File: src/rtl/ifu_fetch.sv
// ---------------------------------------------------------------------------
// ifu_fetch -- instruction fetch unit
//
// Owns the architectural fetch PC, issues in-order word fetches to
// instruction memory and buffers the returned words together with their PCs
// until the IF/ID register accepts them. A redirect from execute flushes
// everything buffered, marks every in-flight request as "to be dropped" and
// restarts fetch at the new (word-aligned) PC.
//
// Ports
//   clk, rst            clock, synchronous active-high reset
//   imem_req_valid_o    fetch request valid
//   imem_req_ready_i    memory accepts the request this cycle
//   imem_req_addr_o     word-aligned fetch address (current fetch PC)
//   imem_rsp_valid_i    in-order response valid (no backpressure)
//   imem_rsp_data_i     fetched instruction word
//   redirect_i          flush and restart request
//   redirect_pc_i       restart PC (bits [1:0] ignored)
//   if_valid_o          if_pc_o/if_instr_o are valid
//   if_ready_i          IF/ID accepts the head instruction
//   if_pc_o, if_instr_o head of the instruction buffer (0 when empty)
// ---------------------------------------------------------------------------
module ifu_fetch #(
    parameter int                  PC_WIDTH    = 32,
    parameter int                  INSTR_WIDTH = 32,
    parameter logic [PC_WIDTH-1:0] RESET_PC    = 32'h8000_0000,
    parameter int                  FIFO_DEPTH  = 2
) (
    input  logic                   clk,
    input  logic                   rst,
    output logic                   imem_req_valid_o,
    input  logic                   imem_req_ready_i,
    output logic [PC_WIDTH-1:0]    imem_req_addr_o,
    input  logic                   imem_rsp_valid_i,
    input  logic [INSTR_WIDTH-1:0] imem_rsp_data_i,
    input  logic                   redirect_i,
    input  logic [PC_WIDTH-1:0]    redirect_pc_i,
    output logic                   if_valid_o,
    input  logic                   if_ready_i,
    output logic [PC_WIDTH-1:0]    if_pc_o,
    output logic [INSTR_WIDTH-1:0] if_instr_o
);

    localparam int AW = $clog2(FIFO_DEPTH);  // pointer width
    localparam int CW = AW + 1;              // counter width, holds 0..FIFO_DEPTH
    localparam int SW = CW + 1;              // width of the credit sum

    // Fetch PC and counters
    logic [PC_WIDTH-1:0]    r_fetch_pc;
    logic [CW-1:0]          r_out_cnt;
    logic [CW-1:0]          r_drop_cnt;

    // Request-PC tag FIFO: its occupancy always equals r_out_cnt
    logic [PC_WIDTH-1:0]    r_tag_mem [FIFO_DEPTH];
    logic [AW-1:0]          r_tag_wptr;
    logic [AW-1:0]          r_tag_rptr;

    // Instruction buffer {pc, instr}
    logic [PC_WIDTH-1:0]    r_buf_pc_mem    [FIFO_DEPTH];
    logic [INSTR_WIDTH-1:0] r_buf_instr_mem [FIFO_DEPTH];
    logic [AW-1:0]          r_buf_wptr;
    logic [AW-1:0]          r_buf_rptr;
    logic [CW-1:0]          r_buf_cnt;

    logic                   w_buf_empty;
    logic                   w_if_valid;
    logic                   w_pop;
    logic [SW-1:0]          w_credit_used;
    logic                   w_req_valid;
    logic                   w_accept;
    logic                   w_rsp_drop;
    logic                   w_rsp_keep;
    logic                   w_buf_wr;

    assign w_buf_empty = (r_buf_cnt == '0);
    assign w_if_valid  = !rst && !redirect_i && !w_buf_empty;
    assign w_pop       = w_if_valid && if_ready_i;

    // Every request in flight (kept or dropped) and every buffered word holds
    // one credit. A pop in the same cycle frees its slot early, which is what
    // allows one instruction per cycle with a single-cycle memory.
    assign w_credit_used = SW'(r_out_cnt) + SW'(r_drop_cnt) + SW'(r_buf_cnt) - SW'(w_pop);
    assign w_req_valid   = !rst && !redirect_i && (w_credit_used < SW'(FIFO_DEPTH));
    assign w_accept      = w_req_valid && imem_req_ready_i;

    // Dropped responses always precede kept ones (memory is in order), so a
    // non-zero drop count means the current response belongs to the old path.
    assign w_rsp_drop = imem_rsp_valid_i && (r_drop_cnt != '0);
    assign w_rsp_keep = imem_rsp_valid_i && (r_drop_cnt == '0);
    assign w_buf_wr   = !rst && !redirect_i && w_rsp_keep;

    assign imem_req_valid_o = w_req_valid;
    assign imem_req_addr_o  = r_fetch_pc;
    assign if_valid_o       = w_if_valid;

    // The buffer is a tiny register file; the head is read directly so a
    // response is visible on the very next cycle. Zero while empty.
    assign if_pc_o    = w_buf_empty ? '0 : r_buf_pc_mem[r_buf_rptr];
    assign if_instr_o = w_buf_empty ? '0 : r_buf_instr_mem[r_buf_rptr];

    // Control state
    always_ff @(posedge clk) begin
        if (rst) begin
            r_fetch_pc <= RESET_PC;
            r_out_cnt  <= '0;
            r_drop_cnt <= '0;
            r_tag_wptr <= '0;
            r_tag_rptr <= '0;
            r_buf_wptr <= '0;
            r_buf_rptr <= '0;
            r_buf_cnt  <= '0;
        end else if (redirect_i) begin
            // Every kept request still in flight becomes a dropped one; a
            // response landing this cycle is consumed from whichever pool it
            // belongs to, so the total shrinks by one either way.
            r_drop_cnt <= r_drop_cnt + r_out_cnt - CW'(imem_rsp_valid_i);
            r_out_cnt  <= '0;
            r_fetch_pc <= {redirect_pc_i[PC_WIDTH-1:2], 2'b00};
            r_tag_wptr <= '0;
            r_tag_rptr <= '0;
            r_buf_wptr <= '0;
            r_buf_rptr <= '0;
            r_buf_cnt  <= '0;
        end else begin
            if (w_accept) begin
                r_fetch_pc <= r_fetch_pc + PC_WIDTH'(4);
                r_tag_wptr <= r_tag_wptr + AW'(1);
            end
            if (w_rsp_keep) begin
                r_tag_rptr <= r_tag_rptr + AW'(1);
                r_buf_wptr <= r_buf_wptr + AW'(1);
            end
            if (w_pop) begin
                r_buf_rptr <= r_buf_rptr + AW'(1);
            end
            r_out_cnt  <= r_out_cnt + CW'(w_accept) - CW'(w_rsp_keep);
            r_drop_cnt <= r_drop_cnt - CW'(w_rsp_drop);
            r_buf_cnt  <= r_buf_cnt + CW'(w_buf_wr) - CW'(w_pop);

            // The credit rule makes a write into a full buffer impossible.
            assert (!(w_buf_wr && ((r_buf_cnt - CW'(w_pop)) == CW'(FIFO_DEPTH))));
        end
    end

    // Storage arrays (no reset needed: contents are qualified by the counters)
    always_ff @(posedge clk) begin
        if (w_accept) begin
            r_tag_mem[r_tag_wptr] <= r_fetch_pc;
        end
        // A response is never for a request accepted in the same cycle, so
        // the tag read here never collides with the tag write above.
        if (w_buf_wr) begin
            r_buf_pc_mem[r_buf_wptr]    <= r_tag_mem[r_tag_rptr];
            r_buf_instr_mem[r_buf_wptr] <= imem_rsp_data_i;
        end
    end

endmodule

File: config.mk
export PLATFORM = sky130hd
export DESIGN_NAME = ifu_fetch
export DESIGN_NICKNAME = d
export VERILOG_FILES = /design/src/rtl/ifu_fetch.sv
export SDC_FILE = /design/constraint.sdc
export NUM_CORES = 1
export LEC_CHECK = 0
export CAP_MARGIN = 0
export CELL_PAD_IN_SITES_DETAIL_PLACEMENT = 1
export CELL_PAD_IN_SITES_GLOBAL_PLACEMENT = 1
export CORE_UTILIZATION = 40
export CTS_CLUSTER_SIZE = 20
export DETAILED_ROUTE_END_ITERATION = 8
export PLACE_DENSITY = 0.87
export SLEW_MARGIN = 40
export SYNTH_ARGS = -nofsm -noshare
export SYNTH_HDL_FRONTEND = slang
export SYNTH_SLANG_ARGS = --single-unit
File: constraint.sdc
create_clock -name clk -period 12.2 [get_ports clk]
set_input_delay 3.05 -clock clk [delete_from_list [all_inputs] [get_ports clk]]
set_output_delay 3.05 -clock clk [all_outputs]
set_load 0.01 [all_outputs]
==> results of run 1 <==
==> flip-flops by register name, summed over array words and instances, names as in the netlist, named ones only <==
register	cells
r_tag_mem	60
r_buf_instr_mem	64
r_drop_cnt	2
r_tag_rptr	1
r_buf_cnt	2
r_buf_rptr	1
r_buf_wptr	1
imem_req_addr_o	30
r_out_cnt	2
r_buf_pc_mem	60
r_tag_wptr	1
==> synth_stat cells, types with 9 or more instances <==
| cell type | instances | area (um^2) |
|---|---|---|
| a31oi_1 | 16 | 100 |
| ha_1 | 10 | 125 |
| edfxtp_1 | 184 | 5530 |
| nor2_1 | 97 | 364 |
| nand3_1 | 21 | 105 |
| mux2_2 | 33 | 372 |
| nand2_1 | 29 | 109 |
| dfxtp_1 | 42 | 841 |
| or3_1 | 9 | 56.3 |
| mux2i_1 | 64 | 641 |
| a21oi_1 | 17 | 85.1 |
| clkbuf_1 | 26 | 97.6 |
| inv_1 | 11 | 41.3 |
| o21ai_0 | 24 | 120 |
==> worst reg2reg max path: cells and delay by family (launching register included) <==
| kind | cells | cell delay (ps) |
|---|---|---|
| flops | 1 | 460 |
| simple gates | 6 | 1960 |
| fa+ha+maj | 2 | 790 |
| buf+inv | 2 | 790 |
==> worst paths after layout <==
path	start	end	slack, ps	cells past startpoint
worst max-delay path	rst	imem_req_valid_o	2760	10
worst min-delay path	r_buf_rptr$_SDFFE_PP0P_	register	500	2
worst max register to register	r_buf_cnt[1]$_SDFF_PP0_	r_tag_mem[0][8]$_DFFE_PP_	7880	10
worst min register to register	r_buf_rptr$_SDFFE_PP0P_	register	500	2
==> area by class of cell <==
| class | instances | share of cell area (%) |
|---|---|---|
| flip-flops and latches | 226 | 53.1 |
| well taps | 313 | 3.26 |
| clock buffers | 29 | 5.34 |
| clock inverters | 14 | 0.792 |
| inverters | 12 | 0.375 |
| repair buffers | 169 | 14.0 |
| multi-input cells | 410 | 23.2 |
==> routing by layer <==
layer	up-vias	share of wire, %	GRT usage [%]
met4	2	1.9	5.23
met2	160	51	33.7
met1	2963	42	23.2
met3	32	5.4	3.31
met5	-	0.040	0
li1	2847	-	-
==> through the flow <==
stage | area (um^2) | total power, mW | setup slack, ps
2_1_floorplan | 9350 | 0.981 | 3910
3_3_place_gp | 11200 | 1.04 | 2810
3_5_place_dp | 11300 | 1.06 | 2770
4_1_cts | 12000 | 1.74 | 2730
5_1_grt | 12000 | 1.78 | 2590
6_report | 12000 | 1.72 | 2760
==> where the power goes <==
group	switching, mW	internal, mW
logic	0.0764	0.0756
registers	0.0199	0.865
clock network	0.292	0.394
==> kinds of logic (layout without fill, tap and decap cells) <==
group,count (synthesis),in the layout
DFF,226,226
and+or+nand+nor,205,205
muxes,97,97
AOI/OAI and AO/OA,79,79
buffers and inverters,51,224
xor gates and xnor gates,14,14
adders and majority gates,11,11
other,1,4
==> reports/qor.yml, run 1 <==
timing:
  tightest_slew_ps: 789
  rsz0062_at_grt: "no"
  hold_violations: 0
  max_freq_mhz: 106
  period_share_pct: 77.4
  finalSetupViolations: 0
  tns_ps: 0
  hold-worst-slack_ps: 496
  report.final.slew_viol_count: 0
  slew_headroom_pct: 47.2
  clock_skew_ps: 13.1
  min_period_ps: 9440
critical_path:
  crit_slowest_cell: "clkdlybuf4s50_1"
  worstSetupPathType: "input pin to output port"
  worstPathArrival_ps: 6390
  crit_required_ps: 9150
  start_kind: "input pin"
  worst-path-buf-inv: 3
  path_max_fanout: 37
  crit_top_cell: "clkdlybuf4s50_1"
  max_stage_delay_ps: 560
  end_kind: "output port"
  path_delay_family: "buffers and inverters"
  crit_chain: "clkdlybuf4s50_1 > buf_4 > or2_2 > nor2_1 > nand3_1 > fa_1 > ha_1 > xor3_1 > nor3_1 > clkdlybuf4s50_1"
floorplan:
  fp.coreArea_mm2: 0.0228
  die_x_um: 155
  die_h_um: 155
  rows: 55
  initial_utilization_pct: 41.0
  io_pins: 168
  die_area_mm2: 0.0240
yosys:
  synth_edf_count: 184
  syn_avg_cell_area_um2: 13.7
  ys_seq_area_share_pct: 68.2
  ys_seq_elements: 226
  synth.distinct_cells: 52
  synthSimpleGateAreaFrac_pct: 10.3
  synth_compound_area_share_pct: 5.17
  synth_top_family_by_area: "multiplexers"
  syn_inst: 684
  synthXorXnorAreaFrac_pct: 1.47
  yosys_most_used_dff: "edfxtp_1"
  synthAdderAreaFrac_pct: 1.55
  ys_async_sr_fraction_pct: 0
  netlist_area_mm2: 0.00934
  ys_warn_count: 0
  yosys-mux-area-fraction_pct: 10.8
place:
  placed_cells: 1130
  portBuffers: 161
  gp_congestion: 0.767
  dp_hpwl_mm: 14.2
route:
  drt_first_pass_iters: 4
  wl_per_cell_um: 19.1
  via_count: 6004
  vias_per_cell: 5.12
  drtAntennaViolNets: 0
  drc: 0
  drtIter0Drc: 294
  drt-total-wl_mm: 22.5
global_route:
  grt_pass1_vias: 6306
  antenna_found_initial: 1
  grt_max_degree: 63
  overflow: 0
  grt_pass1_wl_mm: 34.7
  track_usage_pct: 18.8
finish:
  fill_cells: 2297
  register_area_mm2: 0.00637
  diodes: 0
  final_layout_size_suffix_gt1_share_pct: 10.0
  fin_cells: 1173
  area_growth_pct: 28.5
  multiInputGateArea_mm2: 0.00279
  final_cell_mix: "edfxtp_1, clkdlybuf4s50_1, nor2_1, mux2i_1, dfxtp_1"
  final_core_util_pct: 52.7
  layout.nets: 924
  layout_commonest_cell: "edfxtp_1"
clock_tree:
  cts_setup_buffers: 0
  clk_pin_slew_ps: 60
  cts.sinks: 226
  postCtsHoldBufs: 0
  clockBufferDepth: 3
  cts_tree: "done"
  clk_latency_ps: 510
  h-tree-depth: 1
  numCtsBuffers: 24
  root_buffer: "clkbuf_16"
  cts_resized: 0
outcome:
  status: "finished, final reports clean"
power_and_ir_drop:
  power_density_mw_per_mm2: 144
  p_leak_nw: 3.86
  ir_drop_mv: 0.0765
job:
  drv_cap: 0
min_path:
  hold_path_class: "register to register"
Power figures use the tool's default switching activity.
==> run 2: changes to the inputs <==
--- a/config.mk
+++ b/config.mk
@@ -8,10 +8,10 @@
 export CAP_MARGIN = 0
 export CELL_PAD_IN_SITES_DETAIL_PLACEMENT = 1
 export CELL_PAD_IN_SITES_GLOBAL_PLACEMENT = 1
-export CORE_UTILIZATION = 40
+export CORE_UTILIZATION = 39
 export CTS_CLUSTER_SIZE = 20
 export DETAILED_ROUTE_END_ITERATION = 8
-export PLACE_DENSITY = 0.87
+export PLACE_DENSITY = 0.89
 export SLEW_MARGIN = 40
 export SYNTH_ARGS = -nofsm -noshare
 export SYNTH_HDL_FRONTEND = slang
==> constraint.sdc (replaced) <==
create_clock -name clk -period 8 [get_ports clk]
set_input_delay 2 -clock clk [delete_from_list [all_inputs] [get_ports clk]]
set_output_delay 2 -clock clk [all_outputs]
set_load 0.01 [all_outputs]
==> reports/qor.yml, run 2 (synthesis gave the netlist of run 1 again) <==
outcome:
  status: "finished, final reports clean"  # unchanged
place:
  dp_hpwl_mm: 15.2  # was 14.2 mm
  portBuffers: 161  # unchanged
  gp_congestion: 0.744  # was 0.767
critical_path:
  crit_top_cell: "clkdlybuf4s50_1"  # unchanged
  crit_chain: "clkdlybuf4s50_1 > or2_2 > nor2_1 > nand3_1 > fa_1 > ha_1 > xor3_1 > nor3_1 > clkdlybuf4s50_1"  # was clkdlybuf4s50_1 > buf_4 > or2_2 > nor2_1 > nand3_1 > fa_1 > ha_1 > xor3_1 > nor3_1 > clkdlybuf4s50_1
  r2r_slack_ps: 3800  # was 7880 ps
  worstSetupPathType: "input pin to output port"  # unchanged
  worstPathArrival_ps: 5070  # was 6390 ps
  max_stage_delay_ps: 570  # was 560 ps
  crit_slowest_cell: "clkdlybuf4s50_1"  # unchanged
  crit_required_ps: 6000  # was 9150 ps
  path_max_fanout: 11  # was 37
  start_kind: "input pin"  # unchanged
  end_kind: "output port"  # unchanged
power_and_ir_drop:
  ir_drop_mv: 0.105  # was 0.0765 mV
  p_seq_share_pct: 51.1  # was 51.3%
  p_comb_share_pct: 9.0  # was 8.8%
  swShare_pct: 22.1  # was 22.6%
  power_density_mw_per_mm2: 218  # was 144 mW/mm^2
  finalPower_mw: 2.64  # was 1.72 mW
  intPower_mw: 2.06  # was 1.33 mW
  switching_power_uw: 583  # was 389 uW
  p_leak_nw: 3.90  # was 3.86 nW
  clkPwrFrac_pct: 39.9  # was 39.8%
clock_tree:
  postCtsHoldBufs: 0  # unchanged
  cts_tree: "done"  # unchanged
  h-tree-depth: 1  # unchanged
  clk_latency_ps: 500  # was 510 ps
  numCtsBuffers: 24  # unchanged
  cts.sinks: 226  # unchanged
  clockBufferDepth: 3  # unchanged
  cts_setup_buffers: 0  # unchanged
  clk_pin_slew_ps: 60  # about the same
  root_buffer: "clkbuf_16"  # unchanged
  cts_resized: 0  # unchanged
global_route:
  overflow: 0  # unchanged
  gr-usage-met1_pct: 21.8  # was 23.2%
  met3_usage_pct: 3.79  # was 3.31%
  grt_max_degree: 63  # unchanged
  grt_pass1_vias: 6462  # was 6306
  antenna_found_initial: 0  # was 1
  use_met2_pct: 33.7  # about the same
  grt_pass1_wl_mm: 34.9  # was 34.7 mm
  globalRoute.busiestLayer: "met2"  # unchanged
  track_usage_pct: 18.5  # was 18.8%
timing:
  rsz0062_at_grt: "no"  # unchanged
  tightest_slew_ps: 780  # was 789 ps
  hold_violations: 0  # unchanged
  max_freq_mhz: 142
  finalSetupViolations: 0  # unchanged
  slew_headroom_pct: 47.8  # was 47.2%
  min_period_ps: 7070
  tns_ps: 0  # unchanged
  report.final.slew_viol_count: 0  # unchanged
  clock_skew_ps: 7.31  # was 13.1 ps
  period_share_pct: 88.3
route:
  via_count: 6057  # was 6004
  drtAntennaViolNets: 0  # unchanged
  wl_per_cell_um: 19.4  # was 19.1 um
  drt-total-wl_mm: 22.9  # was 22.5 mm
  drt_first_pass_iters: 4  # unchanged
  drc: 0  # unchanged
  drtIter0Drc: 317  # was 294
  vias_per_cell: 5.12  # about the same
finish:
  layout_commonest_cell: "edfxtp_1"  # unchanged
  layout.nets: 927  # was 924
  diodes: 0  # unchanged
  top_register: "r_buf_instr_mem"  # unchanged
  final_cell_mix: "edfxtp_1, clkdlybuf4s50_1, nor2_1, mux2i_1, dfxtp_1"  # unchanged
  final_layout_size_suffix_gt1_share_pct: 10.3  # was 10.0%
  reg_top3: "r_buf_instr_mem (64), r_buf_pc_mem (60), r_tag_mem (60)"  # unchanged
  largest_reg_flops: 64  # unchanged
  area_growth_pct: 29.5  # was 28.5%
floorplan:
  die_x_um: 157  # was 155 um
  rows: 56  # was 55
  fp.coreArea_mm2: 0.0235  # was 0.0228 mm^2
  die_area_mm2: 0.0246  # was 0.0240 mm^2
  io_pins: 168  # unchanged
  initial_utilization_pct: 39.8  # was 41.0%
  die_h_um: 157  # was 155 um
job:
  drv_cap: 0  # unchanged
min_path:
  hold_path_class: "register to register"  # unchanged
==> run 2: worst paths after layout <==
path / from / cells past startpoint / endpoint
worst max-delay path: rst / 9 / imem_req_valid_o
worst min-delay path: r_buf_rptr$_SDFFE_PP0P_ / 2 / register
worst max register to register: r_buf_cnt[1]$_SDFF_PP0_ / 14 / r_out_cnt[1]$_SDFF_PP0_
worst min register to register: r_buf_rptr$_SDFFE_PP0P_ / 2 / register
==> run 2: layer usage <==
metal	part of all wire [%]	vias to the layer above	routed length (um)
li1	-	2850	-
met1	41	3014	9320
met2	52	153	11800
met3	5.7	40	1310
met4	2.1	0	490
met5	0	-	0
==> run 2: worst max-delay path: cells and delay by family <==
| kind | cells | cell delay, ps |
|---|---|---|
| xor+xnor | 1 | 460 |
| fa+ha+maj | 2 | 670 |
| buf+inv | 2 | 980 |
| simple gates | 4 | 950 |
==> run 2: final cells by class <==
class	count	area, um^2
Clock buffer	33	676
Clock inverter	11	72.6
Fill cell	2360	11400
Inverter	12	45.0
Multi-Input combinational cell	410	2790
Sequential cell	226	6370
Tap cell	319	399
Timing Repair Buffer	172	1750
==> run 2: per-stage QoR <==
step	cell area, um^2	setup slack, ps	util [%]	hold WS, ps	std cells
3_5_place_dp	11300	970	48.3	491	1139
3_3_place_gp	11300	1030	47.9	486	1134
5_1_grt	12100	765	51.5	539	1183
4_1_cts	12100	940	51.5	520	1183
2_1_floorplan	9350	1800	-	472	687
6_report	12100	935	51.5	519	1183
==> run 2: power groups by stage <==
| stage | clock network [mW] | registers, mW | logic, mW |
|---|---|---|---|
| floorplan | 0 | 1.37 | 0.127 |
| global placement | 0 | 1.37 | 0.223 |
| detailed placement | 0 | 1.37 | 0.240 |
| CTS | 1.08 | 1.35 | 0.242 |
| global route | 1.12 | 1.35 | 0.259 |
| finish | 1.05 | 1.35 | 0.238 |
==> run 3: changes to the inputs <==
--- a/config.mk
+++ b/config.mk
@@ -5,10 +5,11 @@
 export SDC_FILE = /design/constraint.sdc
 export NUM_CORES = 1
 export LEC_CHECK = 0
+export ABC_AREA = 1
 export CAP_MARGIN = 0
 export CELL_PAD_IN_SITES_DETAIL_PLACEMENT = 1
 export CELL_PAD_IN_SITES_GLOBAL_PLACEMENT = 1
-export CORE_UTILIZATION = 39
+export CORE_UTILIZATION = 38
 export CTS_CLUSTER_SIZE = 20
 export DETAILED_ROUTE_END_ITERATION = 8
 export PLACE_DENSITY = 0.89
==> reports/qor.yml, run 3 <==
outcome:
  status: "finished, final reports clean"  # unchanged
finish:
  diodes: 0  # unchanged
  area_growth_pct: 27.1  # was 29.5%
  final_cell_mix: "nand2_1, edfxtp_1, clkdlybuf4s50_1, a21oi_1, nor2_1"  # was edfxtp_1, clkdlybuf4s50_1, nor2_1, mux2i_1, dfxtp_1
  reg_top3: "r_buf_instr_mem (64), r_buf_pc_mem (60), r_tag_mem (60)"  # unchanged
  layout_commonest_cell: "nand2_1"  # was edfxtp_1
  final_core_util_pct: 49.5  # was 51.5%
  final_layout_size_suffix_gt1_share_pct: 8.93  # was 10.3%
  layout.nets: 1161  # was 927
  fin_cells: 1428  # was 1183
  largest_reg_flops: 64  # unchanged
  top_register: "r_buf_instr_mem"  # unchanged
yosys:
  ys_seq_area_share_pct: 64.8  # was 68.2%
  ys_seq_elements: 226  # unchanged
  netlist_area_mm2: 0.00983  # was 0.00934 mm^2
  synthSimpleGateAreaFrac_pct: 18.6  # was 10.3%
  syn_avg_cell_area_um2: 10.7  # was 13.7 um^2
  synth_most_common_cell: "nand2_1"  # was edfxtp_1
  synth_compound_area_share_pct: 6.03  # was 5.17%
  yosys_most_used_dff: "edfxtp_1"  # unchanged
  yosysTopAreaCellShare_pct: 56.2  # was 59.2%
  synthAdderAreaFrac_pct: 1.48  # was 1.55%
  synth_edf_count: 184  # unchanged
  syn_inst: 921  # was 684
  ys_warn_count: 0  # unchanged
  yosys.area.top_type: "edfxtp_1"  # unchanged
  ys_async_sr_fraction_pct: 0  # unchanged
  synth.distinct_cells: 43  # was 52
  synthXorXnorAreaFrac_pct: 1.34  # was 1.47%
  synth_top_family_by_area: "simple AND/OR/NAND/NOR gates"  # was multiplexers
  synth_commonest_cells: "nand2_1, edfxtp_1, a21oi_1"  # was edfxtp_1, nor2_1, mux2i_1
  synthTopCellsByArea: "edfxtp_1, nand2_1, dfxtp_1"  # was edfxtp_1, dfxtp_1, mux2i_1
  yosys-mux-area-fraction_pct: 3.44  # was 10.8%
critical_path:
  path_delay_family: "buffers and inverters"  # unchanged
  crit_required_ps: 6000  # about the same
  crit_chain: "clkdlybuf4s50_1 > clkinv_4 > nand2_4 > nor2_2 > nand2_1 > nand2_1 > nand2_1 > ha_1 > a21o_1 > ha_1 > nor2_8 > nand3_4 > inv_1 > clkdlybuf4s50_1"  # was clkdlybuf4s50_1 > or2_2 > nor2_1 > nand3_1 > fa_1 > ha_1 > xor3_1 > nor3_1 > clkdlybuf4s50_1
  worst-path-buf-inv: 4  # was 2
  worstSetupPathType: "input pin to output port"  # unchanged
  crit_slowest_cell: "clkdlybuf4s50_1"  # unchanged
  r2r_cells: 16  # was 14
  start_kind: "input pin"  # unchanged
  worstPathArrival_ps: 5020  # was 5070 ps
  crit_top_cell: "nand2_1"  # was clkdlybuf4s50_1
  crit_cells: 14  # was 9
  path_max_fanout: 28  # was 11
  max_stage_delay_ps: 550  # was 570 ps
  end_kind: "output port"  # unchanged
timing:
  max_freq_mhz: 142  # about the same
  min_period_ps: 7020  # was 7070 ps
  slew_headroom_pct: 49.9  # was 47.8%
  tightest_slew_ps: 751  # was 780 ps
  period_share_pct: 87.7  # was 88.3%
  tns_ps: 0  # unchanged
  hold_violations: 0  # unchanged
  finalSetupViolations: 0  # unchanged
  rsz0062_at_grt: "no"  # unchanged
  clock_skew_ps: 12.4  # was 7.31 ps
  report.final.slew_viol_count: 0  # unchanged
  hold-worst-slack_ps: 489  # was 519 ps
global_route:
  track_usage_pct: 19.5  # was 18.5%
  grt_pass1_wl_mm: 40.3  # was 34.9 mm
  overflow: 0  # unchanged
  antenna_found_initial: 0  # unchanged
  grt_max_degree: 63  # unchanged
  grt_pass1_vias: 7439  # was 6462
place:
  gp_congestion: 0.793  # was 0.744
  dp_hpwl_mm: 16.8  # was 15.2 mm
  placed_cells: 1384  # was 1139
  portBuffers: 161  # unchanged
route:
  via_count: 7133  # was 6057
  vias_per_cell: 5.00  # was 5.12
  drtIter0Drc: 448  # was 317
  drt-total-wl_mm: 26.0  # was 22.9 mm
  drtAntennaViolNets: 0  # unchanged
  drt_first_pass_iters: 5  # was 4
  wl_per_cell_um: 18.2  # was 19.4 um
  drc: 0  # unchanged
clock_tree:
  cts_tree: "done"  # unchanged
  h-tree-depth: 1  # unchanged
  root_buffer: "clkbuf_16"  # unchanged
  postCtsHoldBufs: 0  # unchanged
  clk_latency_ps: 520  # was 500 ps
  cts.sinks: 226  # unchanged
  cts_resized: 0  # unchanged
  numCtsBuffers: 24  # unchanged
  clk_pin_slew_ps: 50  # was 60 ps
  clockBufferDepth: 3  # unchanged
  cts_setup_buffers: 0  # unchanged
floorplan:
  die_h_um: 163  # was 157 um
  initial_utilization_pct: 38.9  # was 39.8%
  die_x_um: 163  # was 157 um
  io_pins: 168  # unchanged
  die_area_mm2: 0.0265  # was 0.0246 mm^2
  rows: 58  # was 56
  fp.coreArea_mm2: 0.0253  # was 0.0235 mm^2
power_and_ir_drop:
  power_density_mw_per_mm2: 214  # was 218 mW/mm^2
  ir_drop_mv: 0.139  # was 0.105 mV
  finalPower_mw: 2.68  # was 2.64 mW
  p_leak_nw: 4.46  # was 3.90 nW
job:
  drv_cap: 0  # unchanged
min_path:
  hold_path_class: "register to register"  # unchanged
  holdPathStages: 2  # unchanged
## run 3: cell families after synthesis
logic type,after synthesis
other,1
buffers and inverters,94
AOI/OAI and AO/OA,111
xor gates and xnor gates,15
muxes,30
and+or+nand+nor,433
adders and majority gates,11
DFF,226
## run 3: layout make-up
cell class              count  area (um^2)
flip-flops and latches    226         6370
multi-input cells         604         3080
clock buffers              39          688
clock inverters             5         48.8
repair buffers            170         1680
well taps                 330          413
fillers                  2753        12800
inverters                  54          215
## run 3: routing by layer
metal | wire, um | global-route usage, % | up-vias
met5 | 0 | 0 | -
met4 | 617 | 6.24 | 0
met3 | 1190 | 2.39 | 46
met2 | 12700 | 33.9 | 198
met1 | 11400 | 25.2 | 3468
li1 | - | - | 3421
## run 3: power breakdown
group	switching, mW	leakage, nW	total, mW	internal [mW]
registers	0.0384	2.02	1.36	1.32
clock network	0.445	0.358	1.06	0.618
logic	0.138	2.08	0.255	0.117
## run 3: path summary, 6_finish.rpt
path / start / endpoint / slack (ps)
setup reg to reg: r_buf_cnt[1]$_SDFF_PP0_ / r_out_cnt[1]$_SDFF_PP0_ / 4380
hold / removal: r_buf_rptr$_SDFFE_PP0P_ / register / 490
hold reg to reg: r_buf_rptr$_SDFFE_PP0P_ / register / 490
setup / recovery: redirect_i / imem_req_valid_o / 980
## run 3: tightest hold or removal path: stages, from the launching register on
cell and delay (ps):
dfxtp_1 310, nand2_1 80, a21oi_1 60
## run 3: stage by stage
stage / cell area [um^2] / setup WS (ps)
final: 12500 / 981
after global routing: 12500 / 793
after CTS: 12500 / 934
after detailed placement: 11800 / 945
after global placement: 11700 / 1040
after floorplan: 9840 / 2200
